### src/rtl/datapath_seq.sv
// datapath_seq: register file, A/B/C operand registers, B-path shifter,
// 4-op ALU and status register, driven by an internal micro-sequencer
// (IDLE -> LOADA -> LOADB -> EXEC -> WRITE, or IDLE -> WRITE for immediates).
// One accepted `start` runs a whole command and ends in a one-cycle `done`.
// Optional feature macro: DATAPATH_NV_FLAGS_EN (V/N status flags).
module datapath_seq #(
    parameter  int WIDTH = 16,
    parameter  int NREGS = 8,
    localparam int RW    = $clog2(NREGS)
) (
    input  logic             clk,
    input  logic             reset,
    input  logic             start,
    input  logic [RW-1:0]    cmd_rn,
    input  logic [RW-1:0]    cmd_rm,
    input  logic [RW-1:0]    cmd_rd,
    input  logic [1:0]       cmd_shift,
    input  logic [1:0]       cmd_aluop,
    input  logic             cmd_asel,
    input  logic             cmd_bsel,
    input  logic             cmd_vsel,
    input  logic             cmd_write,
    input  logic             cmd_loads,
    input  logic [WIDTH-1:0] datapath_in,
    output logic             busy,
    output logic             done,
    output logic [2:0]       status,
    output logic [WIDTH-1:0] datapath_out
);
    typedef enum logic [2:0] {S_IDLE, S_LOADA, S_LOADB, S_EXEC, S_WRITE} state_t;

    typedef struct packed {
        logic [RW-1:0]    rn;
        logic [RW-1:0]    rm;
        logic [RW-1:0]    rd;
        logic [1:0]       shift;
        logic [1:0]       aluop;
        logic             asel;
        logic             bsel;
        logic             vsel;
        logic             write;
        logic             loads;
        logic [WIDTH-1:0] imm;
    } cmd_t;

    state_t                       state;
    cmd_t                         cmd_q;
    logic [NREGS-1:0][WIDTH-1:0]  rf;
    logic [WIDTH-1:0]             a_q, b_q, c_q;
    logic [WIDTH-1:0]             bsh, ain, bin, alu_r;
    logic                         z_q;
    logic                         accept;

    // a command is only taken while the sequencer is idle; nothing is queued
    assign accept = start && (state == S_IDLE) && !reset;

    // capture the whole command on the accepting edge so later input
    // changes cannot disturb an in-flight operation
    always_ff @(posedge clk) begin
        if (accept) begin
            cmd_q <= '{rn: cmd_rn, rm: cmd_rm, rd: cmd_rd, shift: cmd_shift,
                       aluop: cmd_aluop, asel: cmd_asel, bsel: cmd_bsel,
                       vsel: cmd_vsel, write: cmd_write, loads: cmd_loads,
                       imm: datapath_in};
        end
    end

    // B-path shifter, operand muxes and ALU
    always_comb begin
        case (cmd_q.shift)
            2'b00:   bsh = b_q;
            2'b01:   bsh = {b_q[WIDTH-2:0], 1'b0};
            2'b10:   bsh = {1'b0, b_q[WIDTH-1:1]};
            default: bsh = {b_q[WIDTH-1], b_q[WIDTH-1:1]};
        endcase
        ain = cmd_q.asel ? '0 : a_q;
        bin = cmd_q.bsel ? cmd_q.imm : bsh;
        case (cmd_q.aluop)
            2'b00:   alu_r = ain + bin;
            2'b01:   alu_r = ain - bin;
            2'b10:   alu_r = ain & bin;
            default: alu_r = ~bin;
        endcase
    end

`ifdef DATAPATH_NV_FLAGS_EN
    logic v_flag, v_q, n_q;

    // signed overflow only exists for ADD/SUB
    always_comb begin
        v_flag = 1'b0;
        case (cmd_q.aluop)
            2'b00:   v_flag = (ain[WIDTH-1] == bin[WIDTH-1]) && (alu_r[WIDTH-1] != ain[WIDTH-1]);
            2'b01:   v_flag = (ain[WIDTH-1] != bin[WIDTH-1]) && (alu_r[WIDTH-1] != ain[WIDTH-1]);
            default: v_flag = 1'b0;
        endcase
    end

    // V/N flags follow Z: loaded on the EXEC->WRITE edge when loads=1
    always_ff @(posedge clk) begin
        if (reset) begin
            v_q <= 1'b0;
            n_q <= 1'b0;
        end else if (state == S_EXEC && cmd_q.loads) begin
            v_q <= v_flag;
            n_q <= alu_r[WIDTH-1];
        end
    end

    assign status = {v_q, n_q, z_q};
`else
    assign status = {2'b00, z_q};
`endif

    // micro-sequencer plus datapath registers; reset aborts any command
    // before its register-file write
    always_ff @(posedge clk) begin
        if (reset) begin
            state <= S_IDLE;
            busy  <= 1'b0;
            done  <= 1'b0;
            rf    <= '0;
            a_q   <= '0;
            b_q   <= '0;
            c_q   <= '0;
            z_q   <= 1'b0;
        end else begin
            done <= 1'b0;
            case (state)
                S_IDLE: begin
                    if (start) begin
                        busy  <= 1'b1;
                        state <= cmd_vsel ? S_WRITE : S_LOADA;
                    end
                end
                S_LOADA: begin
                    a_q   <= rf[cmd_q.rn];
                    state <= S_LOADB;
                end
                S_LOADB: begin
                    b_q   <= rf[cmd_q.rm];
                    state <= S_EXEC;
                end
                S_EXEC: begin
                    c_q <= alu_r;
                    if (cmd_q.loads) z_q <= (alu_r == '0);
                    state <= S_WRITE;
                end
                S_WRITE: begin
                    if (cmd_q.vsel)       rf[cmd_q.rd] <= cmd_q.imm;
                    else if (cmd_q.write) rf[cmd_q.rd] <= c_q;
                    busy  <= 1'b0;
                    done  <= 1'b1;
                    state <= S_IDLE;
                end
                default: begin
                    busy  <= 1'b0;
                    state <= S_IDLE;
                end
            endcase
        end
    end

    assign datapath_out = c_q;
endmodule

### config.mk
export PLATFORM = sky130hd
export DESIGN_NAME = datapath_seq
export DESIGN_NICKNAME = d
export VERILOG_FILES = /design/src/rtl/datapath_seq.sv
export SDC_FILE = /design/constraint.sdc
export NUM_CORES = 1
export LEC_CHECK = 0
export ABC_AREA = 1
export BUFFER_PORTS_ARGS = -buffer_cell sky130_fd_sc_hd__buf_4
export CORE_MARGIN = 10
export CORE_UTILIZATION = 55
export DETAILED_ROUTE_END_ITERATION = 8
export HOLD_SLACK_MARGIN = 0.1
export PLACE_DENSITY = 0.86
export SYNTH_ARGS = -nofsm -noshare
export SYNTH_HDL_FRONTEND = slang
export SYNTH_SLANG_ARGS = --single-unit
### constraint.sdc
create_clock -name clk -period 3.8 [get_ports clk]
set_clock_uncertainty 0.15 [all_clocks]
set_input_delay 0.19 -clock clk [delete_from_list [all_inputs] [get_ports clk]]
set_output_delay 0.19 -clock clk [all_outputs]
set_load 0.02 [all_outputs]
==> flow_summary.html, run 1 <==
<table>
<tr><th>Metric</th><th>Value</th></tr>
<tr><th colspan="2">Global route</th></tr>
<tr><td>Antenna violations before repair</td><td>0</td></tr>
<tr><td>Number of global-route vias before repair</td><td>11,600</td></tr>
<tr><td>Wire length of the first global-routing pass</td><td>61,400 um</td></tr>
<tr><td>Pin count of the biggest net entering global routing</td><td>132</td></tr>
<tr><td>Global router's overall resource usage</td><td>0.267</td></tr>
<tr><td>Overflow left after global routing</td><td>0</td></tr>
<tr><th colspan="2">Yosys</th></tr>
<tr><td>Seq cells post-synth</td><td>216</td></tr>
<tr><td>Count of flip-flops with a built-in enable after synthesis</td><td>34</td></tr>
<tr><td>Synthesized cell area</td><td>11,800 um^2</td></tr>
<tr><td>Post-synthesis cell type count</td><td>42</td></tr>
<tr><td>Synth warnings</td><td>0</td></tr>
<tr><td>Cell count after synthesis</td><td>1,702</td></tr>
<tr><td>Share of Yosys cell area claimed by the top area cell type</td><td>0.308</td></tr>
<tr><td>Largest cells by area after synthesis</td><td>sky130_fd_sc_hd__dfxtp_1, sky130_fd_sc_hd__a21oi_1, sky130_fd_sc_hd__o21ai_0</td></tr>
<tr><td>Proportion of register bits with asynchronous set or reset after synthesis</td><td>0</td></tr>
<tr><td>Register area share after synthesis</td><td>0.394</td></tr>
<tr><td>Average size of a mapped cell</td><td>6.96 um^2</td></tr>
<tr><td>Primary flip-flop cell chosen by synthesis mapping</td><td>sky130_fd_sc_hd__dfxtp_1</td></tr>
<tr><td>Library cell with the largest summed area after synthesis</td><td>sky130_fd_sc_hd__dfxtp_1</td></tr>
<tr><th colspan="2">Finish</th></tr>
<tr><td>Final Non-Filler Cells</td><td>2,081</td></tr>
<tr><td>Multi-input gate area</td><td>6120 um^2</td></tr>
<tr><td>Final net count</td><td>1,843</td></tr>
<tr><td>Combined flip-flop and latch cell area</td><td>4660 um^2</td></tr>
<tr><td>Ant. Diodes</td><td>0</td></tr>
<tr><td>Synthesis-to-layout area growth</td><td>19.3%</td></tr>
<tr><td>Share of final-layout standard cells stronger than drive strength 1</td><td>0.151</td></tr>
<tr><td>Layout fillers</td><td>1,741</td></tr>
<tr><th colspan="2">Critical path</th></tr>
<tr><td>Critical path's largest stage delay</td><td>0.50 ns</td></tr>
<tr><td>Arrival @ worst endpoint</td><td>4.19 ns</td></tr>
<tr><td>Type of the worst setup path</td><td>flip-flop to flip-flop</td></tr>
<tr><td>CP bufs+invs</td><td>4</td></tr>
<tr><td>Worst Path Max Fanout</td><td>6</td></tr>
<tr><td>Data required, critical path</td><td>4.12 ns</td></tr>
<tr><td>Dominant cell type by count on the critical path</td><td>sky130_fd_sc_hd__nand2_2</td></tr>
<tr><td>Kind of end point of the critical path</td><td>flip-flop</td></tr>
<tr><td>Critical-path cell with the highest stage delay</td><td>sky130_fd_sc_hd__edfxtp_1</td></tr>
<tr><td>Top cell family by delay on the critical path</td><td>simple AND/OR/NAND/NOR gates</td></tr>
<tr><td>Startpoint types</td><td>flip-flop</td></tr>
<tr><th colspan="2">Place</th></tr>
<tr><td>Gp weighted congestion</td><td>1.02</td></tr>
<tr><td>Total instance count after detailed placement</td><td>1,989</td></tr>
<tr><td>Sum of net half-perimeters after detailed placement</td><td>24,900 um</td></tr>
<tr><td># port buffers</td><td>55</td></tr>
<tr><td>Place WS</td><td>-0.0947 ns</td></tr>
<tr><th colspan="2">CTS</th></tr>
<tr><td>Clock tree from TritonCTS</td><td>done</td></tr>
<tr><td>Cell at the root of the clock tree</td><td>sky130_fd_sc_hd__clkbuf_16</td></tr>
<tr><td>Clock buffers created by TritonCTS</td><td>24</td></tr>
<tr><td>Clock slew at reported path FFs</td><td>0.06 ns</td></tr>
<tr><td>Max Buffers Root-to-Sink</td><td>3</td></tr>
<tr><td>Clock Sink Count</td><td>216</td></tr>
<tr><td>CTS H-tree lvls</td><td>1</td></tr>
<tr><td>Clock latency on the worst-skew pair</td><td>0.55 ns</td></tr>
<tr><th colspan="2">Outcome</th></tr>
<tr><td>Violations in the final reports</td><td>setup timing</td></tr>
<tr><td>Status</td><td>complete, but fails checks</td></tr>
<tr><th colspan="2">Routing</th></tr>
<tr><td>DRT antenna net count</td><td>0</td></tr>
<tr><td>Iteration count of the initial detailed-routing pass</td><td>5</td></tr>
<tr><td>DR vias/cell</td><td>5.99</td></tr>
<tr><td>DRC violations left</td><td>0</td></tr>
<tr><td>Vias post-DR</td><td>12,500</td></tr>
<tr><td>Total Routed Length</td><td>39,800 um</td></tr>
<tr><td>Number of DRC violations after detailed-routing iteration 0</td><td>1,761</td></tr>
<tr><td>Detailed-route wire length per cell</td><td>19.1 um</td></tr>
<tr><th colspan="2">Die</th></tr>
<tr><td>Height of the die</td><td>167 um</td></tr>
<tr><td>Initial Util</td><td>0.562</td></tr>
<tr><td>Die extent in x</td><td>167 um</td></tr>
<tr><td>Number of placed I/O pins</td><td>58</td></tr>
<tr><td>Standard-cell row count</td><td>53</td></tr>
<tr><td>Core region area</td><td>21,100 um^2</td></tr>
<tr><td>Die area</td><td>27,800 um^2</td></tr>
<tr><th colspan="2">STA</th></tr>
<tr><td>Hold Fails Final Rpt</td><td>0</td></tr>
<tr><td>Total count of max-transition violations in the final report</td><td>0</td></tr>
<tr><td>Unrepaired setup endpoints after global routing</td><td>yes</td></tr>
<tr><td>Post-layout min period</td><td>3.87 ns</td></tr>
<tr><td>Final setup violation count</td><td>1</td></tr>
<tr><td>Least setup slack across all paths after layout</td><td>-0.0682 ns</td></tr>
<tr><td>Worst-Margin Slew</td><td>1.19 ns</td></tr>
<tr><td>Fin crit share</td><td>1.02</td></tr>
<tr><td>Slew margin rel.</td><td>0.205</td></tr>
<tr><td>Fmax achieved</td><td>0.259 GHz</td></tr>
<tr><th colspan="2">Run</th></tr>
<tr><td>Number of maximum-capacitance violations</td><td>0</td></tr>
<tr><th colspan="2">Power</th></tr>
<tr><td>Total power divided by cell area</td><td>411 nW/um^2</td></tr>
<tr><td>Leakage</td><td>5.70 nW</td></tr>
<tr><td>Worst vdd ir</td><td>0.000464 V</td></tr>
<tr><th colspan="2">Worst hold path</th></tr>
<tr><td>Worst min-delay path class</td><td>input pin to flip-flop</td></tr>
</table>
cells in the final DEF (no fill, tap or decap), types with 13 or more instances in the layout:
cell type	instances
sky130_fd_sc_hd__clkbuf_16	24
sky130_fd_sc_hd__dlygate4sd3_1	37
sky130_fd_sc_hd__nand3_1	130
sky130_fd_sc_hd__nand2_2	24
sky130_fd_sc_hd__o21ai_0	275
sky130_fd_sc_hd__edfxtp_1	34
sky130_fd_sc_hd__ha_1	13
sky130_fd_sc_hd__nand2_1	184
sky130_fd_sc_hd__a21oi_1	293
sky130_fd_sc_hd__nor2_1	77
sky130_fd_sc_hd__nor2_2	13
sky130_fd_sc_hd__inv_1	204
sky130_fd_sc_hd__o211ai_1	25
sky130_fd_sc_hd__o21ai_1	18
sky130_fd_sc_hd__buf_4	126
sky130_fd_sc_hd__dfxtp_1	182
Yosys cell counts, types with 2 or more instances:
master and number:
sky130_fd_sc_hd__clkbuf_1 94, sky130_fd_sc_hd__inv_1 207, sky130_fd_sc_hd__clkinv_1 3, sky130_fd_sc_hd__nand2_2 15, sky130_fd_sc_hd__nand2_4 5, sky130_fd_sc_hd__inv_2 9
sky130_fd_sc_hd__ha_1 17, sky130_fd_sc_hd__buf_1 3, sky130_fd_sc_hd__nand3b_1 2, sky130_fd_sc_hd__nand3_1 136, sky130_fd_sc_hd__edfxtp_1 34, sky130_fd_sc_hd__a21oi_1 303
sky130_fd_sc_hd__nor2_1 89, sky130_fd_sc_hd__nand3_4 2, sky130_fd_sc_hd__dfxtp_1 182, sky130_fd_sc_hd__nor2_4 2, sky130_fd_sc_hd__o21ai_2 4, sky130_fd_sc_hd__xor2_1 10
sky130_fd_sc_hd__a21o_1 2, sky130_fd_sc_hd__buf_6 4, sky130_fd_sc_hd__a211oi_1 3, sky130_fd_sc_hd__or2_2 6, sky130_fd_sc_hd__o211ai_1 25, sky130_fd_sc_hd__nand2_1 194
sky130_fd_sc_hd__or2_1 3, sky130_fd_sc_hd__nor2_2 4, sky130_fd_sc_hd__nand4_1 11, sky130_fd_sc_hd__buf_4 3, sky130_fd_sc_hd__buf_2 8, sky130_fd_sc_hd__nand3_2 6
sky130_fd_sc_hd__nor3_1 10, sky130_fd_sc_hd__o21ai_0 280, sky130_fd_sc_hd__xnor2_1 4, sky130_fd_sc_hd__o21ai_1 14
power breakdown:
group | internal (mW) | switching, mW | leakage [nW]
clock | 1.27 | 0.994 | 0.369
sequential | 2.40 | 0.0518 | 1.78
combinational | 0.384 | 0.707 | 3.54
total | 4.05 | 1.75 | 5.70
state kept, by name, summed over array words and instances, names as in the netlist:
register      count
rf              128
state             3
done              1
cmd_q            34
busy              1
b_q              16
datapath_out     16
a_q              16
z_q               1
stage by stage:
| stage | util | area [um^2] | setup TNS, ns | hold slack, ns | power, mW |
|---|---|---|---|---|---|
| 2_1_floorplan | - | 11800 | 0 | 0.139 | 3.11 |
| 3_3_place_gp | 0.600 | 12700 | -0.00266 | 0.218 | 3.43 |
| 3_5_place_dp | 0.600 | 12700 | -0.166 | 0.219 | 3.45 |
| 4_1_cts | 0.656 | 13800 | -0.00171 | 0.194 | 5.71 |
| 5_1_grt | 0.670 | 14100 | -0.934 | 0.214 | 6.01 |
| 6_report | 0.670 | 14100 | -0.0682 | 0.203 | 5.80 |
worst register-to-register path, delay by kind of cell, from the launching register on:
| kind | cells | cell delay [ns] |
|---|---|---|
| adders and majority gates | 1 | 0.31 |
| and+or+nand+nor | 15 | 1.60 |
| xor gates and xnor gates | 1 | 0.18 |
| DFF | 1 | 0.50 |
| AOI/OAI and AO/OA | 4 | 0.47 |
| buffers and inverters | 4 | 0.61 |
layout make-up:
cell class | count | area share
flip-flops and latches | 216 | 0.330
clock inverters | 15 | 0.00974
multi-input cells | 1156 | 0.433
repair buffers | 171 | 0.0997
inverters | 219 | 0.0582
clock buffers | 29 | 0.0445
well taps | 275 | 0.0244
logic make-up after synthesis:
| logic type | synth area share |
|---|---|
| AOI/OAI and AO/OA | 0.278 |
| xor gates and xnor gates | 0.0104 |
| adders and majority gates | 0.0197 |
| buffers and inverters | 0.109 |
| DFF | 0.394 |
| other | 0.000317 |
| and+or+nand+nor | 0.189 |
routing by layer:
| metal | global-route usage | vias to the layer above | part of all wire |
|---|---|---|---|
| met1 | 0.338 | 5623 | 0.38 |
| li1 | - | 5906 | - |
| met3 | 0.0595 | 148 | 0.12 |
| met2 | 0.415 | 791 | 0.44 |
| met5 | 0 | - | 0 |
| met4 | 0.146 | 0 | 0.054 |
path summary, 6_finish.rpt:
path	from	endpoint	slack [ns]	cells past startpoint
worst min-delay path	cmd_rn[1]	cmd_q[32]	0.20	2
worst min register to register	rf[113]	rf[113]	0.31	2
worst max register to register	cmd_q[24]	z_q	-0.07	25
worst max-delay path	cmd_q[24]	z_q	-0.07	25
timing repair:
item                                    CTS  global route
pin swaps                                 1            27
hold buffers                             37             0
hold endpoints to repair                 72             0
buffers inserted                          2             8
gates resized for setup                   6            63
endpoints found under the setup margin    4             7
cloned                                    0             1
No activity file was read; power rests on OpenSTA's default activity.
==> run 2, diff against run 1 <==
CTS_BUF_LIST = sky130_fd_sc_hd__clkbuf_16   (was default)
==> run 2 against run 1 <==
Net effect:
- the run still ends with setup timing left
- clock power hardly changed
- combinational power about the same
- wire length shrank 0.19%
==> flow_summary.html, run 2 (same netlist as run 1, synthesis figures left out) <==
<table>
<tr><th>Metric</th><th>Value</th></tr>
<tr><th colspan="2">Outcome</th></tr>
<tr><td>Status</td><td>complete, but fails checks (unchanged)</td></tr>
<tr><td>Violations in the final reports</td><td>setup timing (unchanged)</td></tr>
<tr><th colspan="2">Die</th></tr>
<tr><td>Die area</td><td>27,800 um^2 (unchanged)</td></tr>
<tr><td>Die extent in x</td><td>167 um (unchanged)</td></tr>
<tr><td>Standard-cell row count</td><td>53 (unchanged)</td></tr>
<tr><td>Initial Util</td><td>0.562 (unchanged)</td></tr>
<tr><td>Height of the die</td><td>167 um (unchanged)</td></tr>
<tr><td>Core region area</td><td>21,100 um^2 (unchanged)</td></tr>
<tr><td>Number of placed I/O pins</td><td>58 (unchanged)</td></tr>
<tr><th colspan="2">STA</th></tr>
<tr><td>Least setup slack across all paths after layout</td><td>-0.0677 ns (was -0.0682 ns)</td></tr>
<tr><td>Fin crit share</td><td>1.02 (about the same)</td></tr>
<tr><td>Total count of max-transition violations in the final report</td><td>0 (unchanged)</td></tr>
<tr><td>Unrepaired setup endpoints after global routing</td><td>yes (unchanged)</td></tr>
<tr><td>Hold Fails Final Rpt</td><td>0 (unchanged)</td></tr>
<tr><td>Slew margin rel.</td><td>0.216 (was 0.205)</td></tr>
<tr><td>Worst-Margin Slew</td><td>1.18 ns (was 1.19 ns)</td></tr>
<tr><td>Post-layout min period</td><td>3.87 ns (about the same)</td></tr>
<tr><td>Fmax achieved</td><td>0.259 GHz (about the same)</td></tr>
<tr><td>Worst slack on hold paths</td><td>0.199 ns (was 0.203 ns)</td></tr>
<tr><td>Final setup violation count</td><td>1 (unchanged)</td></tr>
<tr><th colspan="2">Global route</th></tr>
<tr><td>Global router's overall resource usage</td><td>0.267 (about the same)</td></tr>
<tr><td>Wire length of the first global-routing pass</td><td>61,300 um (was 61,400 um)</td></tr>
<tr><td>Number of global-route vias before repair</td><td>11,600 (about the same)</td></tr>
<tr><td>Pin count of the biggest net entering global routing</td><td>132 (unchanged)</td></tr>
<tr><td>Overflow left after global routing</td><td>0 (unchanged)</td></tr>
<tr><td>Antenna violations before repair</td><td>1 (was 0)</td></tr>
<tr><th colspan="2">CTS</th></tr>
<tr><td>Clock tree from TritonCTS</td><td>done (unchanged)</td></tr>
<tr><td>Clock Sink Count</td><td>216 (unchanged)</td></tr>
<tr><td>CTS H-tree lvls</td><td>1 (unchanged)</td></tr>
<tr><td>Clock latency on the worst-skew pair</td><td>0.55 ns (about the same)</td></tr>
<tr><td>Clock buffers created by TritonCTS</td><td>24 (unchanged)</td></tr>
<tr><td>Clock slew at reported path FFs</td><td>0.06 ns (about the same)</td></tr>
<tr><td>Max Buffers Root-to-Sink</td><td>3 (unchanged)</td></tr>
<tr><td>Cell at the root of the clock tree</td><td>sky130_fd_sc_hd__clkbuf_16 (unchanged)</td></tr>
<tr><th colspan="2">Routing</th></tr>
<tr><td>DRT antenna net count</td><td>0 (unchanged)</td></tr>
<tr><td>Vias post-DR</td><td>12,400 (was 12,500)</td></tr>
<tr><td>Number of DRC violations after detailed-routing iteration 0</td><td>1,742 (was 1,761)</td></tr>
<tr><td>Iteration count of the initial detailed-routing pass</td><td>6 (was 5)</td></tr>
<tr><td>DRC violations left</td><td>0 (unchanged)</td></tr>
<tr><td>DR vias/cell</td><td>5.97 (was 5.99)</td></tr>
<tr><td>Detailed-route wire length per cell</td><td>19.1 um (about the same)</td></tr>
<tr><td>Total Routed Length</td><td>39,700 um (was 39,800 um)</td></tr>
<tr><th colspan="2">Place</th></tr>
<tr><td># port buffers</td><td>55 (unchanged)</td></tr>
<tr><td>Gp weighted congestion</td><td>1.02 (unchanged)</td></tr>
<tr><td>Post-DP Area</td><td>12,700 um^2 (unchanged)</td></tr>
<tr><td>Sum of net half-perimeters after detailed placement</td><td>24,900 um (unchanged)</td></tr>
<tr><th colspan="2">Critical path</th></tr>
<tr><td>Arrival @ worst endpoint</td><td>4.19 ns (about the same)</td></tr>
<tr><td>Worst Path Max Fanout</td><td>6 (unchanged)</td></tr>
<tr><td>Kind of end point of the critical path</td><td>flip-flop (unchanged)</td></tr>
<tr><td>Dominant cell type by count on the critical path</td><td>sky130_fd_sc_hd__nand2_2 (unchanged)</td></tr>
<tr><td>Critical-path cell with the highest stage delay</td><td>sky130_fd_sc_hd__edfxtp_1 (unchanged)</td></tr>
<tr><td>Startpoint types</td><td>flip-flop (unchanged)</td></tr>
<tr><td>Data required, critical path</td><td>4.12 ns (about the same)</td></tr>
<tr><td>Critical path's largest stage delay</td><td>0.50 ns (about the same)</td></tr>
<tr><td>Type of the worst setup path</td><td>flip-flop to flip-flop (unchanged)</td></tr>
<tr><th colspan="2">Finish</th></tr>
<tr><td>Synthesis-to-layout area growth</td><td>19.3% (about the same)</td></tr>
<tr><td>Final core occ</td><td>0.670 (about the same)</td></tr>
<tr><td>Leading cell type in the layout, fill and taps excluded</td><td>sky130_fd_sc_hd__a21oi_1 (unchanged)</td></tr>
<tr><td>Register with the most flip-flops</td><td>rf (unchanged)</td></tr>
<tr><td>Fin area</td><td>14,100 um^2 (about the same)</td></tr>
<tr><td>Max reg flops</td><td>128 (unchanged)</td></tr>
<tr><td>Final net count</td><td>1,843 (unchanged)</td></tr>
<tr><td>Largest registers</td><td>rf x128, cmd_q x34 (unchanged)</td></tr>
<tr><td>Commonest non-fill, non-tap cells in the layout</td><td>sky130_fd_sc_hd__a21oi_1, sky130_fd_sc_hd__o21ai_0, sky130_fd_sc_hd__inv_1, sky130_fd_sc_hd__nand2_1, sky130_fd_sc_hd__dfxtp_1 (unchanged)</td></tr>
<tr><td>Share of final-layout standard cells stronger than drive strength 1</td><td>0.150 (was 0.151)</td></tr>
<tr><th colspan="2">Power</th></tr>
<tr><td>Worst vdd ir</td><td>0.000465 V (was 0.000464 V)</td></tr>
<tr><td>Total power divided by cell area</td><td>408 nW/um^2 (was 411 nW/um^2)</td></tr>
<tr><td>Leakage</td><td>5.71 nW (was 5.70 nW)</td></tr>
<tr><th colspan="2">Run</th></tr>
<tr><td>Number of maximum-capacitance violations</td><td>0 (unchanged)</td></tr>
<tr><th colspan="2">Worst hold path</th></tr>
<tr><td>Worst min-delay path class</td><td>input pin to flip-flop (unchanged)</td></tr>
</table>
==> run 2: changes by cell type in the layout (fill, tap and decap cells not counted), sizes merged <==
cell | previous run | this run
inv | 218 | 222
clkinv | 14 | 15
diode | 0 | 1
clkbuf | 29 | 24
==> run 2: path summary, 6_finish.rpt <==
check	slack, ns	start	cells after the start	to
worst max-delay path	-0.07	cmd_q[24]	25	z_q
worst min-delay path	0.20	cmd_rn[1]	2	cmd_q[32]
worst max register to register	-0.07	cmd_q[24]	25	z_q
worst min register to register	0.31	rf[113]	2	rf[113]
==> run 2: cell type report <==
cell class | instances | area (um^2)
clock inverters | 20 | 156
flip-flops and latches | 216 | 4660
fillers | 1742 | 6970
inverters | 219 | 822
well taps | 275 | 344
repair buffers | 171 | 1410
clock buffers | 24 | 601
multi-input cells | 1156 | 6120
diodes | 1 | 2.50
==> run 2: what timing repair did <==
| item | in CTS | in global routing |
|---|---|---|
| hold buffers | 37 | 0 |
| hold endpoints to repair | 72 | 0 |
| pin swaps | 1 | 27 |
| endpoints found under the setup margin | 4 | 7 |
| resized for setup | 6 | 63 |
| setup buffers | 2 | 8 |
| cloned | 0 | 1 |
==> run 2: where the power goes <==
group	total (mW)	internal (mW)	leakage, nW	switching, mW
clock network	2.23	1.23	0.380	0.992
logic	1.09	0.384	3.54	0.706
registers	2.45	2.40	1.78	0.0517
==> run 2: stage by stage <==
stage          instances  total power [mW]  setup WS [ns]   TNS, ns
3_3_place_gp        1989              3.43       -0.00266  -0.00266
2_1_floorplan       1703              3.11          0.282         0
4_1_cts             2072              5.68       -0.00171  -0.00171
6_report            2082              5.77        -0.0677   -0.0677
5_1_grt             2082              5.98         -0.281    -0.934
3_5_place_dp        1989              3.45        -0.0947    -0.166
==> run 2: routing by layer <==
metal,vias up,track usage,wire length (um)
met2,770,0.413,17700
met4,0,0.149,2060
li1,5907,-,-
met5,-,0,0
met3,155,0.0584,4530
met1,5597,0.338,15400
==> run 2: worst max-delay path: cells and delay by family, from the launching register on <==
family	cells	cell delay, ns
AO/OA/AOI/OAI	4	0.47
XOR/XNOR	1	0.18
adder cells (fa/ha/maj)	1	0.30
buffers and inverters	4	0.60
flip-flops	1	0.50
AND/OR/NAND/NOR	15	1.60
==> run 3, diff against run 2 <==
==> constraint.sdc (replaced) <==
create_clock -name clk -period 3.8 [get_ports clk]
set_clock_uncertainty 0.15 [all_clocks]
set_input_delay 0.76 -clock clk [delete_from_list [all_inputs] [get_ports clk]]
set_output_delay 0.76 -clock clk [all_outputs]
set_load 0.02 [all_outputs]
==> run 3 against run 2 <==
Net effect:
- the flow still finishes with violations (setup timing)
- largest power group unchanged
- setup slack gained 0.041 ns
- final cell count shrank 2.2%
- non-clock buffer count shrank 45
- highest routed layer unchanged
- total power grew 1.4%
==> flow_summary.html, run 3 (same netlist as run 1, synthesis figures left out) <==
<table>
<tr><th>Metric</th><th>Value</th></tr>
<tr><th colspan="2">STA</th></tr>
<tr><td>Unrepaired setup endpoints after global routing</td><td>yes (unchanged)</td></tr>
<tr><td>Hold Fails Final Rpt</td><td>0 (unchanged)</td></tr>
<tr><td>Total count of max-transition violations in the final report</td><td>0 (unchanged)</td></tr>
<tr><td>Fmax achieved</td><td>0.261 GHz (was 0.259 GHz)</td></tr>
<tr><td>Slew margin rel.</td><td>0.203 (was 0.216)</td></tr>
<tr><td>TNS Setup</td><td>-0.0477 ns (was -0.0677 ns)</td></tr>
<tr><td>Post-layout min period</td><td>3.83 ns (was 3.87 ns)</td></tr>
<tr><td>Least setup slack across all paths after layout</td><td>-0.0263 ns (was -0.0677 ns)</td></tr>
<tr><td>Worst-Margin Slew</td><td>1.19 ns (was 1.18 ns)</td></tr>
<tr><td>Fin crit share</td><td>1.01 (was 1.02)</td></tr>
<tr><td>Final setup violation count</td><td>2 (was 1)</td></tr>
<tr><th colspan="2">CTS</th></tr>
<tr><td>Clock buffers created by TritonCTS</td><td>24 (unchanged)</td></tr>
<tr><td>Max Buffers Root-to-Sink</td><td>3 (unchanged)</td></tr>
<tr><td>Clock slew at reported path FFs</td><td>0.06 ns (about the same)</td></tr>
<tr><td>CTS H-tree lvls</td><td>1 (unchanged)</td></tr>
<tr><td>Cell at the root of the clock tree</td><td>sky130_fd_sc_hd__clkbuf_16 (unchanged)</td></tr>
<tr><td>Clock latency on the worst-skew pair</td><td>0.56 ns (was 0.55 ns)</td></tr>
<tr><td>Clock Sink Count</td><td>216 (unchanged)</td></tr>
<tr><td>Clock tree from TritonCTS</td><td>done (unchanged)</td></tr>
<tr><th colspan="2">Finish</th></tr>
<tr><td>Register with the most flip-flops</td><td>rf (unchanged)</td></tr>
<tr><td>Synthesis-to-layout area growth</td><td>15.6% (was 19.3%)</td></tr>
<tr><td>Ant. Diodes</td><td>0 (was 1)</td></tr>
<tr><td>Max reg flops</td><td>128 (unchanged)</td></tr>
<tr><td>Final net count</td><td>1,798 (was 1,843)</td></tr>
<tr><td>Combined flip-flop and latch cell area</td><td>4660 um^2 (unchanged)</td></tr>
<tr><td>Leading cell type in the layout, fill and taps excluded</td><td>sky130_fd_sc_hd__a21oi_1 (unchanged)</td></tr>
<tr><td>Layout fillers</td><td>1,791 (was 1,742)</td></tr>
<tr><td>Largest registers</td><td>rf x128, cmd_q x34 (unchanged)</td></tr>
<tr><td>Multi-input gate area</td><td>6090 um^2 (was 6120 um^2)</td></tr>
<tr><td>Final core occ</td><td>0.649 (was 0.670)</td></tr>
<tr><td>Final Non-Filler Cells</td><td>2,036 (was 2,082)</td></tr>
<tr><td>Commonest non-fill, non-tap cells in the layout</td><td>sky130_fd_sc_hd__a21oi_1, sky130_fd_sc_hd__o21ai_0, sky130_fd_sc_hd__inv_1, sky130_fd_sc_hd__nand2_1, sky130_fd_sc_hd__dfxtp_1 (unchanged)</td></tr>
<tr><td>Share of final-layout standard cells stronger than drive strength 1</td><td>0.148 (was 0.150)</td></tr>
<tr><th colspan="2">Global route</th></tr>
<tr><td>Overflow left after global routing</td><td>0 (unchanged)</td></tr>
<tr><td>Number of global-route vias before repair</td><td>11,300 (was 11,600)</td></tr>
<tr><td>Pin count of the biggest net entering global routing</td><td>132 (unchanged)</td></tr>
<tr><td>Antenna violations before repair</td><td>0 (was 1)</td></tr>
<tr><td>Global router's overall resource usage</td><td>0.259 (was 0.267)</td></tr>
<tr><td>Wire length of the first global-routing pass</td><td>59,800 um (was 61,300 um)</td></tr>
<tr><th colspan="2">Routing</th></tr>
<tr><td>Number of DRC violations after detailed-routing iteration 0</td><td>1,660 (was 1,742)</td></tr>
<tr><td>Total Routed Length</td><td>38,400 um (was 39,700 um)</td></tr>
<tr><td>Vias post-DR</td><td>12,200 (was 12,400)</td></tr>
<tr><td>DRC violations left</td><td>0 (unchanged)</td></tr>
<tr><td>Iteration count of the initial detailed-routing pass</td><td>6 (unchanged)</td></tr>
<tr><td>Detailed-route wire length per cell</td><td>18.9 um (was 19.1 um)</td></tr>
<tr><td>DR vias/cell</td><td>5.99 (was 5.97)</td></tr>
<tr><td>DRT antenna net count</td><td>0 (unchanged)</td></tr>
<tr><th colspan="2">Die</th></tr>
<tr><td>Number of placed I/O pins</td><td>58 (unchanged)</td></tr>
<tr><td>Standard-cell row count</td><td>53 (unchanged)</td></tr>
<tr><td>Initial Util</td><td>0.562 (unchanged)</td></tr>
<tr><td>Die area</td><td>27,800 um^2 (unchanged)</td></tr>
<tr><td>Die extent in x</td><td>167 um (unchanged)</td></tr>
<tr><td>Core region area</td><td>21,100 um^2 (unchanged)</td></tr>
<tr><td>Height of the die</td><td>167 um (unchanged)</td></tr>
<tr><th colspan="2">Place</th></tr>
<tr><td># port buffers</td><td>55 (unchanged)</td></tr>
<tr><td>Total instance count after detailed placement</td><td>1,986 (was 1,989)</td></tr>
<tr><td>Gp weighted congestion</td><td>1.01 (was 1.02)</td></tr>
<tr><td>Sum of net half-perimeters after detailed placement</td><td>25,100 um (was 24,900 um)</td></tr>
<tr><td>Place WS</td><td>-0.0840 ns (was -0.0947 ns)</td></tr>
<tr><th colspan="2">Critical path</th></tr>
<tr><td>Arrival @ worst endpoint</td><td>4.15 ns (was 4.19 ns)</td></tr>
<tr><td>Kind of end point of the critical path</td><td>flip-flop (unchanged)</td></tr>
<tr><td>Startpoint types</td><td>flip-flop (unchanged)</td></tr>
<tr><td>Type of the worst setup path</td><td>flip-flop to flip-flop (unchanged)</td></tr>
<tr><td>Data required, critical path</td><td>4.12 ns (about the same)</td></tr>
<tr><td>Worst Path Max Fanout</td><td>5 (was 6)</td></tr>
<tr><th colspan="2">Worst hold path</th></tr>
<tr><td>Worst min-delay path class</td><td>input pin to flip-flop (unchanged)</td></tr>
<tr><th colspan="2">Outcome</th></tr>
<tr><td>Status</td><td>complete, but fails checks (unchanged)</td></tr>
<tr><td>Violations in the final reports</td><td>setup timing (unchanged)</td></tr>
<tr><th colspan="2">Power</th></tr>
<tr><td>Leakage</td><td>5.52 nW (was 5.71 nW)</td></tr>
<tr><td>Total power divided by cell area</td><td>427 nW/um^2 (was 408 nW/um^2)</td></tr>
<tr><td>Worst vdd ir</td><td>0.000393 V (was 0.000465 V)</td></tr>
<tr><th colspan="2">Run</th></tr>
<tr><td>Number of maximum-capacitance violations</td><td>0 (unchanged)</td></tr>
</table>
-- run 3: layout make-up --
type	instances	share of cell area
clock buffer	25	0.0457
clock inverter	19	0.0122
timing repair buffer	126	0.0708
multi-input combinational	1156	0.445
tap	275	0.0251
inverter	219	0.0601
sequential	216	0.341
-- run 3: path summary, 6_finish.rpt --
kind | cells after the start | slack [ns] | from | to
worst max-delay path | 24 | -0.03 | cmd_q[19] | z_q
worst min-delay path | 1 | 0.22 | cmd_rm[0] | cmd_q[28]
worst min register to register | 2 | 0.30 | rf[71] | rf[71]
worst max register to register | 24 | -0.03 | cmd_q[19] | z_q
-- run 3: timing repair --
| action | 4_1_cts | 5_1_grt |
|---|---|---|
| cloned | 0 | 1 |
| buffers inserted | 1 | 4 |
| hold buffers | 0 | 0 |
| resized for setup | 6 | 56 |
| setup endpoints to repair | 4 | 6 |
| pin swaps | 0 | 40 |
-- run 3: critical path, cell delays in order, from the launching register on --
cell and delay, ns:
sky130_fd_sc_hd__edfxtp_1 0.47, sky130_fd_sc_hd__buf_4 0.18, sky130_fd_sc_hd__a21oi_2 0.10, sky130_fd_sc_hd__nand2_1 0.08, sky130_fd_sc_hd__nand2_2 0.12, sky130_fd_sc_hd__nand2_2 0.07, sky130_fd_sc_hd__nor2_4 0.12, sky130_fd_sc_hd__inv_2 0.06
sky130_fd_sc_hd__nor2_4 0.13, sky130_fd_sc_hd__inv_2 0.06, sky130_fd_sc_hd__o31ai_4 0.27, sky130_fd_sc_hd__xor2_1 0.19, sky130_fd_sc_hd__ha_1 0.29, sky130_fd_sc_hd__buf_4 0.16, sky130_fd_sc_hd__nand2_2 0.07, sky130_fd_sc_hd__o21ai_1 0.07
sky130_fd_sc_hd__nand3b_1 0.22, sky130_fd_sc_hd__nand3_1 0.15, sky130_fd_sc_hd__nand2_2 0.07, sky130_fd_sc_hd__or2_1 0.21, sky130_fd_sc_hd__nand3_1 0.06, sky130_fd_sc_hd__o211ai_1 0.12, sky130_fd_sc_hd__nor2_1 0.15, sky130_fd_sc_hd__nand3_2 0.08
sky130_fd_sc_hd__a21oi_2 0.10
-- run 3: power by group --
group	internal, mW	total [mW]	switching [mW]
registers	2.40	2.45	0.0513
logic	0.349	1.04	0.689
clock network	1.34	2.36	1.02
total	4.09	5.85	1.76
-- run 3: metrics by stage --
step / power [mW] / hold slack [ns] / cell area, um^2
after floorplan: 3.11 / 0.280 / 11800
after global placement: 3.42 / 0.290 / 12600
after detailed placement: 3.44 / 0.293 / 12600
after CTS: 5.76 / 0.223 / 13500
after global routing: 6.05 / 0.214 / 13700
final: 5.85 / 0.217 / 13700
-- run 3: metal layers --
layer  vias up  routed length (um)  share of wire  GRT usage
met1      5543               15200           0.40      0.332
met3       119                4280           0.11     0.0602
met2       718               17200           0.45      0.399
li1       5814                   -              -          -
met5         -                   0              0          0
met4         0                1730          0.045      0.135
